--- src/rtl/pipelined_addsub_if.sv ---
// Bus bundle for the pipelined add/sub unit: operand beat in, result beat out.
//
// Handshake (both directions): a beat transfers on a rising clk edge where
// valid && ready are both 1. The producer holds valid and its payload stable
// until that edge; ready may change freely. The unit's in_ready equals
// (out_ready || !out_valid), so a stalled output freezes the whole pipe.
interface pipelined_addsub_if #(
  parameter int WIDTH = 8
);
  logic             in_valid;
  logic             in_ready;
  logic [WIDTH-1:0] x;
  logic [WIDTH-1:0] y;
  logic             cin;
  logic             sub;
  logic             out_valid;
  logic             out_ready;
  logic [WIDTH-1:0] sum;
  logic             cout;
  logic             ovf;

  // Producer/consumer side (drives operands, accepts results).
  modport master (
    output in_valid, x, y, cin, sub, out_ready,
    input  in_ready, out_valid, sum, cout, ovf
  );

  // Arithmetic unit side.
  modport slave (
    input  in_valid, x, y, cin, sub, out_ready,
    output in_ready, out_valid, sum, cout, ovf
  );
endinterface

--- src/rtl/pipelined_addsub.sv ---
// WIDTH-bit adder/subtractor built as a chunked ripple-carry pipeline.
// Stage k adds slice k of x and y_eff plus the carry registered by stage k-1.
// Each stage keeps only the operand slices still to be added, the result
// slices produced so far, and the operand sign bits needed for overflow.
// Subtraction is x + ~y + ~cin, so cout is NOT borrow in that mode.
module pipelined_addsub #(
  parameter int WIDTH = 8,
  parameter int CHUNK = 4
) (
  input logic               clk,
  input logic               rst_n,
  pipelined_addsub_if.slave bus
);
  localparam int STAGES = WIDTH / CHUNK;
  localparam int MSB    = WIDTH - 1;

  logic             en;
  logic [WIDTH-1:0] y_eff;
  logic             c0;
  logic             out_valid;
  logic [WIDTH-1:0] out_sum;
  logic             out_cout;
  logic             out_ovf;

  // Operand conditioning: invert y and the carry-in when subtracting.
  always_comb begin
    y_eff = bus.sub ? ~bus.y : bus.y;
    c0    = bus.sub ? ~bus.cin : bus.cin;
  end

  // One global enable: every stage advances together or holds together.
  assign en           = bus.out_ready || !out_valid;
  assign bus.in_ready = en;

  for (genvar k = 0; k < STAGES; k++) begin : g_stage
    localparam int LO   = k * CHUNK;
    localparam bit LAST = (k == STAGES - 1);

    // Inputs to this stage: operand bits not yet consumed (current slice in
    // the low CHUNK bits), incoming carry, partial result and sign bits.
    logic                v_in;
    logic                c_in;
    logic [WIDTH-LO-1:0] xs_in;
    logic [WIDTH-LO-1:0] ys_in;
    logic [WIDTH-1:0]    res_in;
    logic                xm_in;
    logic                ym_in;

    logic [CHUNK:0]      slice_sum;

    logic                valid_q, valid_d;
    logic                carry_q, carry_d;
    logic [WIDTH-1:0]    res_q,   res_d;

    if (k == 0) begin : g_src
      assign v_in   = bus.in_valid;
      assign c_in   = c0;
      assign xs_in  = bus.x;
      assign ys_in  = y_eff;
      assign res_in = '0;
      assign xm_in  = bus.x[MSB];
      assign ym_in  = y_eff[MSB];
    end else begin : g_src
      assign v_in   = g_stage[k-1].valid_q;
      assign c_in   = g_stage[k-1].carry_q;
      assign xs_in  = g_stage[k-1].g_ops.xr_q;
      assign ys_in  = g_stage[k-1].g_ops.yr_q;
      assign res_in = g_stage[k-1].res_q;
      assign xm_in  = g_stage[k-1].g_ops.xm_q;
      assign ym_in  = g_stage[k-1].g_ops.ym_q;
    end

    // Slice add and next-state for valid, carry and the partial result.
    // Data only loads with a valid beat so bubbles do not disturb it.
    always_comb begin
      slice_sum = {1'b0, xs_in[CHUNK-1:0]} + {1'b0, ys_in[CHUNK-1:0]}
                + {{CHUNK{1'b0}}, c_in};
      valid_d   = valid_q;
      carry_d   = carry_q;
      res_d     = res_q;
      if (en) begin
        valid_d = v_in;
        if (v_in) begin
          carry_d              = slice_sum[CHUNK];
          res_d                = res_in;
          res_d[LO +: CHUNK]   = slice_sum[CHUNK-1:0];
        end
      end
    end

    // Stage registers for valid, carry and partial result.
    always_ff @(posedge clk or negedge rst_n) begin
      if (!rst_n) begin
        valid_q <= 1'b0;
        carry_q <= 1'b0;
        res_q   <= '0;
      end else begin
        valid_q <= valid_d;
        carry_q <= carry_d;
        res_q   <= res_d;
      end
    end

    if (!LAST) begin : g_ops
      // Width of the operand bits still to be added by later stages.
      localparam int REM = WIDTH - (k + 1) * CHUNK;

      logic [REM-1:0] xr_q, xr_d;
      logic [REM-1:0] yr_q, yr_d;
      logic           xm_q, xm_d;
      logic           ym_q, ym_d;

      // Forward the unconsumed upper slices and the operand sign bits.
      always_comb begin
        xr_d = xr_q;
        yr_d = yr_q;
        xm_d = xm_q;
        ym_d = ym_q;
        if (en && v_in) begin
          xr_d = xs_in[WIDTH-LO-1:CHUNK];
          yr_d = ys_in[WIDTH-LO-1:CHUNK];
          xm_d = xm_in;
          ym_d = ym_in;
        end
      end

      // Operand-carry registers for the remaining stages.
      always_ff @(posedge clk or negedge rst_n) begin
        if (!rst_n) begin
          xr_q <= '0;
          yr_q <= '0;
          xm_q <= 1'b0;
          ym_q <= 1'b0;
        end else begin
          xr_q <= xr_d;
          yr_q <= yr_d;
          xm_q <= xm_d;
          ym_q <= ym_d;
        end
      end
    end

    if (LAST) begin : g_fin
      logic ovf_q, ovf_d;

      // Signed overflow: like-signed operands producing a result of the
      // other sign. The result MSB is the top bit of this final slice.
      always_comb begin
        ovf_d = ovf_q;
        if (en && v_in) begin
          ovf_d = (xm_in == ym_in) && (slice_sum[CHUNK-1] != xm_in);
        end
      end

      // Registered overflow flag, aligned with the final result.
      always_ff @(posedge clk or negedge rst_n) begin
        if (!rst_n) begin
          ovf_q <= 1'b0;
        end else begin
          ovf_q <= ovf_d;
        end
      end
    end
  end

  // The last stage's registers are the output register.
  assign out_valid     = g_stage[STAGES-1].valid_q;
  assign out_sum       = g_stage[STAGES-1].res_q;
  assign out_cout      = g_stage[STAGES-1].carry_q;
  assign out_ovf       = g_stage[STAGES-1].g_fin.ovf_q;

  assign bus.out_valid = out_valid;
  assign bus.sum       = out_sum;
  assign bus.cout      = out_cout;
  assign bus.ovf       = out_ovf;
endmodule

--- src/flat_wrapper.sv ---
// flat-port wrapper written by rule: the top's interface ports become plain ports
module pipelined_addsub_flat 
#(
  parameter int WIDTH = 8,
  parameter int CHUNK = 4
)
  (clk, rst_n, bus_in_valid, bus_x, bus_y, bus_cin, bus_sub, bus_out_ready, bus_in_ready, bus_out_valid, bus_sum, bus_cout, bus_ovf);
  pipelined_addsub_if #(.WIDTH(WIDTH)) bus_i ();
  input logic clk;
  input logic rst_n;
  input wire logic [$bits(bus_i.in_valid)-1:0] bus_in_valid;
  input wire logic [$bits(bus_i.x)-1:0] bus_x;
  input wire logic [$bits(bus_i.y)-1:0] bus_y;
  input wire logic [$bits(bus_i.cin)-1:0] bus_cin;
  input wire logic [$bits(bus_i.sub)-1:0] bus_sub;
  input wire logic [$bits(bus_i.out_ready)-1:0] bus_out_ready;
  output wire logic [$bits(bus_i.in_ready)-1:0] bus_in_ready;
  output wire logic [$bits(bus_i.out_valid)-1:0] bus_out_valid;
  output wire logic [$bits(bus_i.sum)-1:0] bus_sum;
  output wire logic [$bits(bus_i.cout)-1:0] bus_cout;
  output wire logic [$bits(bus_i.ovf)-1:0] bus_ovf;
  assign bus_i.in_valid = bus_in_valid;
  assign bus_i.x = bus_x;
  assign bus_i.y = bus_y;
  assign bus_i.cin = bus_cin;
  assign bus_i.sub = bus_sub;
  assign bus_i.out_ready = bus_out_ready;
  assign bus_in_ready = bus_i.in_ready;
  assign bus_out_valid = bus_i.out_valid;
  assign bus_sum = bus_i.sum;
  assign bus_cout = bus_i.cout;
  assign bus_ovf = bus_i.ovf;
  pipelined_addsub #(.WIDTH(WIDTH), .CHUNK(CHUNK)) u_core (.clk(clk), .rst_n(rst_n), .bus(bus_i));
endmodule
--- config.mk ---
export PLATFORM = sky130hd
export DESIGN_NAME = pipelined_addsub_flat
export DESIGN_NICKNAME = d
export VERILOG_FILES = /design/src/rtl/pipelined_addsub_if.sv /design/src/rtl/pipelined_addsub.sv /design/src/flat_wrapper.sv
export SDC_FILE = /design/constraint.sdc
export NUM_CORES = 1
export LEC_CHECK = 0
export CORE_ASPECT_RATIO = 2
export CORE_UTILIZATION = 40
export CTS_CLUSTER_SIZE = 24
export DETAILED_ROUTE_END_ITERATION = 16
export GPL_TIMING_DRIVEN = 0
export PLACE_DENSITY = 0.67
export SYNTH_ARGS = -nofsm -noshare
export SYNTH_HDL_FRONTEND = slang
export SYNTH_SLANG_ARGS = --single-unit
--- constraint.sdc ---
create_clock -name clk -period 2.7 [get_ports clk]
set_input_delay 0.81 -clock clk [delete_from_list [all_inputs] [get_ports clk]]
set_output_delay 0.81 -clock clk [all_outputs]
set_load 0.1 [all_outputs]
==> results of run 1 <==
[worst max-delay path, delay by kind of cell]
kind | cells | cell delay, ns
simple gates | 1 | 0.21
buf+inv | 3 | 0.78
[metal layers]
layer  routed length [um]  track usage  vias to the layer above
li1                     -            -                      463
met1                 1070        0.186                      464
met2                 1550        0.306                       30
met3                   64       0.0152                        6
met4                   78        0.105                        0
met5                    0            0                        -
[power by group through the flow]
stage	sequential, W	clock [W]	combinational (W)
after floorplan	0.00111	0	0.000275
after global placement	0.000564	0	0.00107
after detailed placement	0.000569	0	0.00109
after CTS	0.000562	0.000229	0.00109
after global routing	0.000577	0.000246	0.00114
final	0.000561	0.000224	0.00109
[repair_timing]
action,in CTS,in global routing
setup endpoints to repair,1,1
resized for setup,5,1
gates cloned,0,0
[stage by stage]
step                      utilization  setup WS, ns  cells  area, um2
after floorplan                     -         0.238    111       1340
after global placement          0.537        -0.709    174       1690
after detailed placement        0.537        -0.708    174       1690
after CTS                       0.549      0.000475    178       1730
after global routing            0.550        0.0447    178       1740
final                           0.550        0.0802    178       1740
[cell usage in the layout (no fill, tap or decap), types with 2 or more instances in the layout]
master           count
a211oi_1             2
a21boi_0             3
a21o_1               2
a21oi_1              6
clkbuf_1             2
clkbuf_8             3
clkdlybuf4s50_1     31
dfrtp_1             25
fa_1                 4
ha_1                 6
inv_1                5
mux2_2               9
mux2_4               2
nand3_1              2
nor3_1               2
o21ai_0             19
xnor2_1              4
xor2_1               7
[cell type report]
type,instances,area (um2)
Fill cell,291,1420
Multi-Input combinational cell,77,659
Sequential cell,25,626
Timing Repair Buffer,32,318
Clock buffer,4,45.0
Tap cell,31,38.8
Inverter,6,27.5
Buffer,3,22.5
[registers in the layout, indices dropped and copies added (netlist names), 3 cells and up]
register	flops
u_core.g_stage.g_ops.xr_q	3
u_core.bus.sum	8
u_core.g_stage.res_q	4
u_core.g_stage.g_ops.yr_q	3
[cell families after synthesis]
group           Yosys count
mux                      11
buf+inv                   9
fa+ha+maj                10
compound gates           35
flops                    25
xor+xnor                 11
simple gates             10
[worst max path at each step]
stage | endpoint | start | depth (start not counted)
final | bus_in_ready | bus_out_ready | 4
after global routing | u_core.g_stage[0].carry_q$_DFFE_PN0P_ | bus_y[0] | 7
after CTS | bus_in_ready | bus_out_ready | 4
after detailed placement | bus_in_ready | bus_out_ready | 4
after global placement | bus_in_ready | bus_out_ready | 4
after floorplan | u_core.g_stage[0].carry_q$_DFFE_PN0P_ | bus_sub | 7
==> results.yml, run 1 <==
timing:
  fmax_mhz: 382
  setup_viol: 0
  finalHoldViolations: 0
  tns_ns: 0
  rsz0062_at_grt: "false"
  finalCritPeriodShare: 0.970
  finalMaxSlewViolations: 0
  worst_clock_skew_ns: 0.00453
  slew-limit-headroom: 0.230
  period_minus_slack_ns: 2.62
  whs_ns: 0.507
  worstMarginPinSlew_ns: 1.15
clocking:
  clk_pin_slew_worst_paths_ns: 0.09
  htreeDepth: 1
  cts_hold_buffers: 0
  cts_buffers: 3
  clk_latency_ns: 0.27
  cts_max_path_buffers: 2
  cts_setup_buffers: 0
  cts_tree: "built"
  cts_sinks: 25
  cts_root_buf: "clkbuf_8"
critical_path:
  cp.arrival_ns: 1.81
  cp-end-kind: "primary output"
  r2r_setup_slack_ns: 0.97
  crit_chain: "clkdlybuf4s50_1 > nor2b_4 > inv_6 > clkbuf_4"
  start_kind: "input pin"
  reg2reg_to: "u_core.bus.cout$_DFFE_PN0P_"
  cpPeakStageDelay_ns: 0.44
  rr_startpoint: "u_core.g_stage[0].g_ops.yr_q[0]$_DFFE_PN0P_"
  crit_path_top_delay_cell: "clkdlybuf4s50_1"
  crit_path_max_fanout: 6
  rr_worst_depth: 6
  critical_path_class: "in2out"
  cp.required_ns: 1.89
logic_synthesis:
  synth_top_area_frac: 0.469
  yosysTopAreaCell: "dfrtp_1"
  yosysSeqAreaShare: 0.469
  ys_async_sr_fraction: 1.00
  yosys.area_share.xor_xnor: 0.0722
  synth_enable_flop_cells: 0
  synth_top_family_by_area: "compound AO/OA/AOI/OAI gates"
  yosysMostFrequentCell: "dfrtp_1"
  synth-compound-area-share: 0.155
  yosys-top-cells-area: "dfrtp_1 47%, mux2_2 7.6%, o21ai_0 7.1%"
  synth.area.mux_share: 0.0984
  syn_nets: 143
  syn_inst: 111
  yosys.cell_types.count: 28
  avgSynthCellArea_um2: 12.0
  synthAdderAreaFrac: 0.116
  synth-simple-area-share: 0.0525
  netlist_area_um2: 1340
  dominantRegCellSynth: "dfrtp_1"
  synth_commonest_cells: "25 x dfrtp_1, 19 x o21ai_0, 9 x mux2_2"
  ys_warn_count: 0
  ys_ff_latch: 25
layout:
  drive_above_1_share: 0.150
  diodes: 0
  syn_to_final_growth_pct: 30.1
  layout.nets: 180
global_route:
  grt_max_degree: 26
  grt_overflow: 0
  antenna_found_initial: 0
  grt_pass1_wl_mm: 4.69
  grt_usage: 0.172
  first_global_vias: 1087
floorplanning:
  die_w_um: 42.9
  dieArea_um2: 3590
  die_y_um: 83.7
  initial_utilization: 0.423
  num_rows: 29
  core_area_um2: 3160
  pin_count: 34
drt:
  drc: 0
  wl_per_cell_um: 15.5
  ant_nets: 0
  routed_wl_mm: 2.76
  dr_total_vias: 963
  drtIter0Drc: 47
  via_per_inst: 5.41
  firstDrtPassIters: 4
pwr:
  p_per_area_nw_per_um2: 1080
  p_sw_w: 0.000960
  internal_power_w: 0.000913
  p_leak_nw: 0.752
  p_sw_frac: 0.513
  comb_power_share: 0.581
  power_w: 0.00187
  ir_worst_vdd_v: 0.000735
  sequentialPowerShare: 0.299
  clkPwrFrac: 0.119
hold_path:
  holdPathEnd: "u_core.bus.sum[0]$_DFFE_PN0P_"
  hold_class: "reg2reg"
  hold_path_startpoint: "u_core.g_stage[0].res_q[0]$_DFFE_PN0P_"
  worstHoldPathCells: 1
place:
  dp_hpwl_mm: 2.11
  port_buffers: 32
  gp_congestion: 0.766
job:
  cap_violations: 0
outcome:
  status: "finished clean"
Power figures use the tool's default switching activity.
==> inputs of run 2 (changes only) <==
--- a/config.mk
+++ b/config.mk
@@ -11,6 +11,7 @@
 export DETAILED_ROUTE_END_ITERATION = 16
 export GPL_TIMING_DRIVEN = 0
 export PLACE_DENSITY = 0.67
+export SKIP_LAST_GASP = 1
 export SYNTH_ARGS = -nofsm -noshare
 export SYNTH_HDL_FRONTEND = slang
 export SYNTH_SLANG_ARGS = --single-unit
==> results of run 2 <==
Final layout, timing and power as in run 1 (identical DEF).
